<file path="config.mk">
export PLATFORM = sky130hd
export DESIGN_NAME = fp_normalize_pack
export DESIGN_NICKNAME = d
export VERILOG_FILES = /design/src/rtl/fp_normalize_pack.sv
export SDC_FILE = /design/constraint.sdc
export NUM_CORES = 1
export LEC_CHECK = 0
export ABC_AREA = 1
export BUFFER_PORTS_ARGS = -buffer_cell sky130_fd_sc_hd__buf_2
export CAP_MARGIN = 10
export CORE_MARGIN = 2
export CORE_UTILIZATION = 45
export DETAILED_ROUTE_END_ITERATION = 10
export PLACE_DENSITY_LB_ADDON = 0.08
export SYNTH_ARGS = -nofsm -noshare
export SYNTH_HDL_FRONTEND = slang
export SYNTH_SLANG_ARGS = --single-unit
</file>
<file path="constraint.sdc">
create_clock -name clock -period 2.45 [get_ports clock]
set_input_delay 0.49 -clock clock [delete_from_list [all_inputs] [get_ports clock]]
set_output_delay 0.49 -clock clock [all_outputs]
set_load 0.02 [all_outputs]
</file>
<file path="src/rtl/fp_normalize_pack.sv">
// Normalises a raw adder result one bit per clock and packs it into an
// IEEE-754 single-precision word with {overflow, underflow, zero} flags.
module fp_normalize_pack #(
  parameter int EXP_W = 8,
  parameter int MAN_W = 23
) (
  input  logic                     clock,
  input  logic                     reset_n,
  input  logic                     in_valid,
  output logic                     in_ready,
  input  logic                     in_sign,
  input  logic [EXP_W-1:0]         in_exponent,
  input  logic [MAN_W+1:0]         in_fract,
  output logic                     out_valid,
  input  logic                     out_ready,
  output logic [EXP_W+MAN_W:0]     out_fp,
  output logic [2:0]               out_flags
);

  localparam int FP_W = 1 + EXP_W + MAN_W;
  localparam logic [EXP_W:0] EXP_MAX = {1'b0, {EXP_W{1'b1}}};
  localparam logic [EXP_W:0] EXP_ONE = {{EXP_W{1'b0}}, 1'b1};
  localparam logic [2:0] FLAG_OVF = 3'b100;
  localparam logic [2:0] FLAG_UNF = 3'b010;
  localparam logic [2:0] FLAG_ZERO = 3'b001;

  typedef enum logic [1:0] {IDLE, CHECK, SHIFT, DONE} state_t;

  state_t            state_reg, state_next;
  logic              sign_reg, sign_next;
  // One extra exponent bit so the carry increment cannot wrap.
  logic [EXP_W:0]    exp_reg, exp_next;
  logic [MAN_W+1:0]  fract_reg, fract_next;
  logic [FP_W-1:0]   fp_reg, fp_next;
  logic [2:0]        flags_reg, flags_next;

  logic [EXP_W:0]    exp_inc;
  logic [EXP_W:0]    exp_dec;
  logic [MAN_W+1:0]  fract_shl;
  logic [FP_W-1:0]   fp_ovf;

  assign exp_inc   = exp_reg + EXP_ONE;
  assign exp_dec   = exp_reg - EXP_ONE;
  assign fract_shl = fract_reg << 1;
  assign fp_ovf    = {sign_reg, {EXP_W{1'b1}}, {MAN_W{1'b0}}};

  assign in_ready  = (state_reg == IDLE);
  assign out_valid = (state_reg == DONE);
  assign out_fp    = fp_reg;
  assign out_flags = flags_reg;

  always_ff @(posedge clock or negedge reset_n) begin
    if (!reset_n) begin
      state_reg <= IDLE;
      sign_reg  <= 1'b0;
      exp_reg   <= '0;
      fract_reg <= '0;
      fp_reg    <= '0;
      flags_reg <= '0;
    end else begin
      state_reg <= state_next;
      sign_reg  <= sign_next;
      exp_reg   <= exp_next;
      fract_reg <= fract_next;
      fp_reg    <= fp_next;
      flags_reg <= flags_next;
    end
  end

  always_comb begin
    state_next = state_reg;
    sign_next  = sign_reg;
    exp_next   = exp_reg;
    fract_next = fract_reg;
    fp_next    = fp_reg;
    flags_next = flags_reg;

    case (state_reg)
      IDLE: begin
        if (in_valid) begin
          sign_next  = in_sign;
          exp_next   = {1'b0, in_exponent};
          fract_next = in_fract;
          state_next = CHECK;
        end
      end

      CHECK: begin
        state_next = DONE;
        if (fract_reg == '0) begin
          fp_next    = '0;
          flags_next = FLAG_ZERO;
        end else if (exp_reg == EXP_MAX) begin
          fp_next    = fp_ovf;
          flags_next = FLAG_OVF;
        end else if (exp_reg == '0) begin
          fp_next    = '0;
          flags_next = FLAG_UNF;
        end else if (fract_reg[MAN_W+1]) begin
          // Carry out: shift right once, dropping the LSB.
          fract_next = fract_reg >> 1;
          exp_next   = exp_inc;
          if (exp_inc == EXP_MAX) begin
            fp_next    = fp_ovf;
            flags_next = FLAG_OVF;
          end else begin
            fp_next    = {sign_reg, exp_inc[EXP_W-1:0], fract_reg[MAN_W:1]};
            flags_next = 3'b000;
          end
        end else if (fract_reg[MAN_W]) begin
          fp_next    = {sign_reg, exp_reg[EXP_W-1:0], fract_reg[MAN_W-1:0]};
          flags_next = 3'b000;
        end else begin
          state_next = SHIFT;
        end
      end

      SHIFT: begin
        if (exp_reg == EXP_ONE) begin
          fp_next    = '0;
          flags_next = FLAG_UNF;
          state_next = DONE;
        end else begin
          exp_next   = exp_dec;
          fract_next = fract_shl;
          if (fract_shl[MAN_W]) begin
            fp_next    = {sign_reg, exp_dec[EXP_W-1:0], fract_shl[MAN_W-1:0]};
            flags_next = 3'b000;
            state_next = DONE;
          end
        end
      end

      DONE: begin
        if (out_ready) state_next = IDLE;
      end

      default: state_next = IDLE;
    endcase
  end

endmodule

</file>
## Word level (Yosys, flattened, before mapping)

Index checks and enable logic that the tools add are counted.

- Multiplexer cells: 42
- Reductions and logical operators: 10
- Equality and inequality tests: 15
- Add/subtract/negate cells: 2

Operator list:

| operator | number |
|---|---|
| 32-bit two-way mux | 7 |
| 25-bit two-way mux | 5 |
| 25-bit case mux with 3 select lines | 1 |
| 32-bit case mux with 2 select lines | 1 |
| 9-bit two-way mux | 6 |
| 31-bit two-way mux | 1 |
| 9-bit case mux with 3 select lines | 1 |
| 25-bit logical NOT | 1 |
| 24-bit two-way mux | 1 |
| 3-bit two-way mux | 8 |
| 9-bit by 8-bit == test with 1-bit output (second input constant) | 2 |
| 2-bit inequality test (second input constant) | 6 |
| 9-bit by 1-bit adder with 9-bit output (second input constant) | 1 |
| 9-bit by 1-bit == test with 1-bit output (second input constant) | 1 |
| 9-bit logical NOT | 1 |
| 9-bit by 1-bit subtractor with 9-bit output (second input constant) | 1 |
| 2-bit two-way mux | 4 |
| 2-bit case mux with 4 select lines | 1 |
| 7-bit AND reduction | 1 |
| 6-bit inequality test (second input constant) | 1 |
| 3-bit case mux with 2 select lines | 1 |
| 3-bit AND reduction | 2 |
| 6-bit AND reduction | 1 |
| 1-bit two-way mux | 5 |
| 8 further kinds | 9 |

- Logic and storage cells: 76
- Bits of input ports: 38
- Register bits after elaboration: 72

## Depth between registers and ports, before layout

- Depth after elaboration: 8
- Depth in mapped cells: 16

## Worst setup path after synthesis

OpenSTA, ideal clock, no wires.

- Kind: register to register
- Start point: reg exp_reg[0]
- End point: reg fp_reg[15], in the netlist out_fp[15]
- Data arrival time: 2.092 ns
- Period minus slack after synthesis: 2.213 ns
- Buffers on the path: 1
- Path slack: 0.237 ns
- Cell stages (with the launch flop): 17
- Data required time: 2.329 ns
- Cells stage by stage: dfrtp_1 > ha_1 > nand2_1 > inv_1 > nand2_1 > nor2_1 > ha_1 > nand2_1 > nor2_1 > nand2_1 > nor2_1 > nand3_4 > nand2_4 > buf_6 > o22ai_1 > nand2_1 > nand2_1

- Word-level cells in the longest chain between the ends: 8
- Elaborated cells on any way between the ends: 15

Ends and longest elaborated chain:

| element | RTL line | source |
|---|---|---|
| start: declaration | 32 | `logic [EXP_W:0] exp_reg, exp_next;` |
| start signal: assignment | 63 | `exp_reg <= exp_next;` |
| 9-bit by 1-bit adder with 9-bit output | 42 | `assign exp_inc = exp_reg + EXP_ONE;` |
| 9-bit by 8-bit == test with 1-bit output | 103 | `if (exp_inc == EXP_MAX) begin` |
| 31-bit two-way mux | 103 |  |
| 32-bit two-way mux | 99 | `end else if (fract_reg[MAN_W+1]) begin` |
| 32-bit two-way mux | 96 | `end else if (exp_reg == '0) begin` |
| 32-bit two-way mux | 93 | `end else if (exp_reg == EXP_MAX) begin` |
| 32-bit two-way mux | 90 | `if (fract_reg == '0) begin` |
| 32-bit case mux with 2 select lines | 78 | `case (state_reg)` |
| end signal: assignment | 65 | `fp_reg <= fp_next;` |
| end: declaration | 34 | `logic [FP_W-1:0] fp_reg, fp_next;` |

Several ways; a longest one is shown, not always the timed one.
A chain may end at the register's enable or synchronous reset.

## Final worst setup path

- Start point: reg exp_reg[1]
- End point: reg fp_reg[4], in the netlist out_fp[4]

Same word-level chain as after synthesis.

==> impl_metrics.toml <==
[status]
status = "finished clean"

[min_path]
hold_path_class = "in2async"

[sta]
min_period_ns = 2.28
fin_crit_sh_pct = 93.1
fin_skew_ns = 0.0118
relSlewSlack_pct = 59.4
fmax_mhz = 438
worst_slew_pin_slew_ns = 0.608
setup_viol = 0
fin_setup_tns_ns = 0
maxSlewViolCount = 0
hold_viol = 0

[die]
initial_utilization_pct = 46.4
core_sq_mm = 0.0103
ios = 75
die_area_sq_mm = 0.0115
die_h_microns = 107
rows = 37
die_w_microns = 107

[power]
irDropWorstVdd_mv = 0.798
p_leak_nw = 2.81
switching_share_pct = 54.1
internal-power_w = 0.00432
p_comb_share_pct = 67.7
power_density_mw_per_mm2 = 1680
p_seq_share_pct = 23.0
power_switching_w = 0.00510
clock_power_share_pct = 9.3
p_total_w = 0.00942

[cells_and_area]
drive_gt1_share_pct = 19.4
largest_reg_flops = 32
area_delta_synth_final_pct = 17.0
multi_input_area_sq_mm = 0.00254
final_nets = 810
mostFrequentLayoutCells = "nand2_1, buf_2, nor2_1, dfrtp_1, inv_1"
seq_area_sq_mm = 0.00180
utilization_pct = 54.3
final_common_cell = "nand2_1"
fill_cells = 1077
diodes = 0

[synthesis]
seq_area_frac_synth_pct = 37.6
yosysWarnings = 0
synth-main-ff-cell = "dfrtp_1"
async_flop_share_pct = 100
ys_types = 35
netlist_area_sq_mm = 0.00479
ys_seq_elements = 72
synth_enable_flop_cells = 0
syn_area_per_cell_sq_um = 7.00
synthesis.instances = 684
synth_fp_nets = 732

[drt]
post_drt_via_cell_ratio = 5.51
drt_wl_total_microns = 15000
via_count = 4980
wire_per_inst_microns = 16.6
drt_first_pass_iters = 5
ant_nets = 0
drc = 0
drt_first_iter_violations = 342

[placed_design]
io_buffer_count = 74
gp_congestion = 0.952
dp_hpwl_microns = 10700

[clock_network]
root_buffer = "clkbuf_8"
cts_buffers = 9
clk-insertion-delay-late_ns = 0.37
htree_levels = 3
cts_tree = "built"
clock_sinks = 72
cts-hold-fix-buffers = 0
cts_buffer_depth = 2
clk_pin_slew_ns = 0.08

[grt]
grtUsageTotal_pct = 26.9
grt_max_degree = 73
overflow = 0
grt_pass1_wl_microns = 23900
antenna_found_initial = 0
first_global_vias = 4454

[setup_path]
required_ns = 2.71
crit_chain = "ha_4, nand2_2, inv_1, nand2_2, nor2_1, ha_1, nand2_1, nor2_1, nand2_1, nor2_4, nand3_4, nand2_4, o22ai_1, nand2_1, nand2_1"
cp-endpoint = "out_fp[4]"
cp.depth = 15
critPathArrivalTime_ns = 2.54
r2r_start = "exp_reg[1]"
endpoint_kind = "flop"
cp_top_family = "simple AND/OR/NAND/NOR gates"
crit_top_cell = "nand2_1"
critPathLaunch = "exp_reg[1]"
slowest_delay_ns = 0.47
crit_buf_inv = 1
reg2reg_slack_ns = 0.17
cp-start-kind = "flop"
r2r_end = "out_fp[4]"
rr_worst_depth = 15
cpMaxStageDelayCell = "dfrtp_2"
cp_max_fo = 9
timing_worst_setup_path_type = "reg2reg"

[flow_run]
maxCapViolations = 0
[power by group through the flow]
stage | clock, W | combinational (W) | sequential (W)
after floorplan | 0 | 0.00426 | 0.00239
after global routing | 0.000943 | 0.00708 | 0.00223
after CTS | 0.000888 | 0.00618 | 0.00215
after global placement | 0 | 0.00608 | 0.00215
final | 0.000876 | 0.00638 | 0.00217
after detailed placement | 0 | 0.00615 | 0.00217
[stage by stage]
step                      worst slack (ns)  hold WS [ns]  cells  instance area (sq um)
after floorplan                      0.237         0.194    684                   4790
after global placement               0.121         0.461    882                   5340
after detailed placement            0.0558         0.463    882                   5340
after CTS                           0.0408         0.158    898                   5510
after global routing               -0.0244         0.173    903                   5600
final                                0.169         0.123    903                   5600
[final cells by class]
| type | instances | share of cell area [%] |
|---|---|---|
| Multi-Input combinational cell | 505 | 45.4 |
| Sequential cell | 72 | 32.2 |
| Timing Repair Buffer | 99 | 11.3 |
| Inverter | 75 | 5.03 |
| Tap cell | 136 | 3.04 |
| Clock buffer | 10 | 2.28 |
| Clock inverter | 6 | 0.782 |
[cells by family (layout without fill, tap and decap cells)]
| family | count (synthesis) | in the layout | share of synthesized area, % |
|---|---|---|---|
| buffers and inverters | 110 | 190 | 10.6 |
| flip-flops | 72 | 72 | 37.6 |
| AO/OA/AOI/OAI | 135 | 135 | 16.8 |
| AND/OR/NAND/NOR | 355 | 358 | 31.9 |
| adder cells (fa/ha/maj) | 10 | 10 | 2.61 |
| XOR/XNOR | 2 | 2 | 0.366 |
[repair_timing]
action | in CTS | in global routing
resized for setup | 0 | 8
setup buffers | 0 | 2
setup endpoints to repair | 0 | 33
[metal layers]
metal / global-route usage, % / vias up / share of wire [%]
met2: 36.9 / 205 / 42
met4: 9.09 / 0 / 1.9
met1: 42.5 / 2337 / 50
li1: - / 2414 / -
met5: 0 / - / 0
met3: 4.07 / 24 / 6.7
[worst register-to-register path, delay by kind of cell, from the launching register on]
| kind | cells | cell delay [ns] |
|---|---|---|
| AOI/OAI and AO/OA | 1 | 0.08 |
| and+or+nand+nor | 11 | 1.08 |
| buffers and inverters | 1 | 0.06 |
| DFF | 1 | 0.47 |
| adders and majority gates | 2 | 0.47 |
[worst min-delay path by stage]
| stage | end | depth (start not counted) | from | slack [ns] |
|---|---|---|---|---|
| floorplan | exp_reg[0] | 0 | reset_n | 0.19 |
| global placement | out_fp[26] | 2 | out_fp[26] | 0.46 |
| detailed placement | out_flags[2] | 2 | out_flags[2] | 0.46 |
| CTS | exp_reg[4] | 2 | reset_n | 0.16 |
| global route | exp_reg[6] | 2 | reset_n | 0.17 |
| finish | exp_reg[6] | 2 | reset_n | 0.12 |
[synthesized netlist by cell type (10+ instances only)]
library cell	number	area share, %
nand2_1	208	16
inv_1	66	5.2
dfrtp_1	72	38
nand3_1	33	3.5
nor2_1	74	5.8
o21ai_0	29	3.0
buf_2	13	1.4
a21oi_1	23	2.4
o22ai_1	21	2.7
o21ai_1	33	3.5
a221oi_1	24	4.4
nor3_1	13	1.4
ha_1	10	2.6
Power figures use the tool's default switching activity.
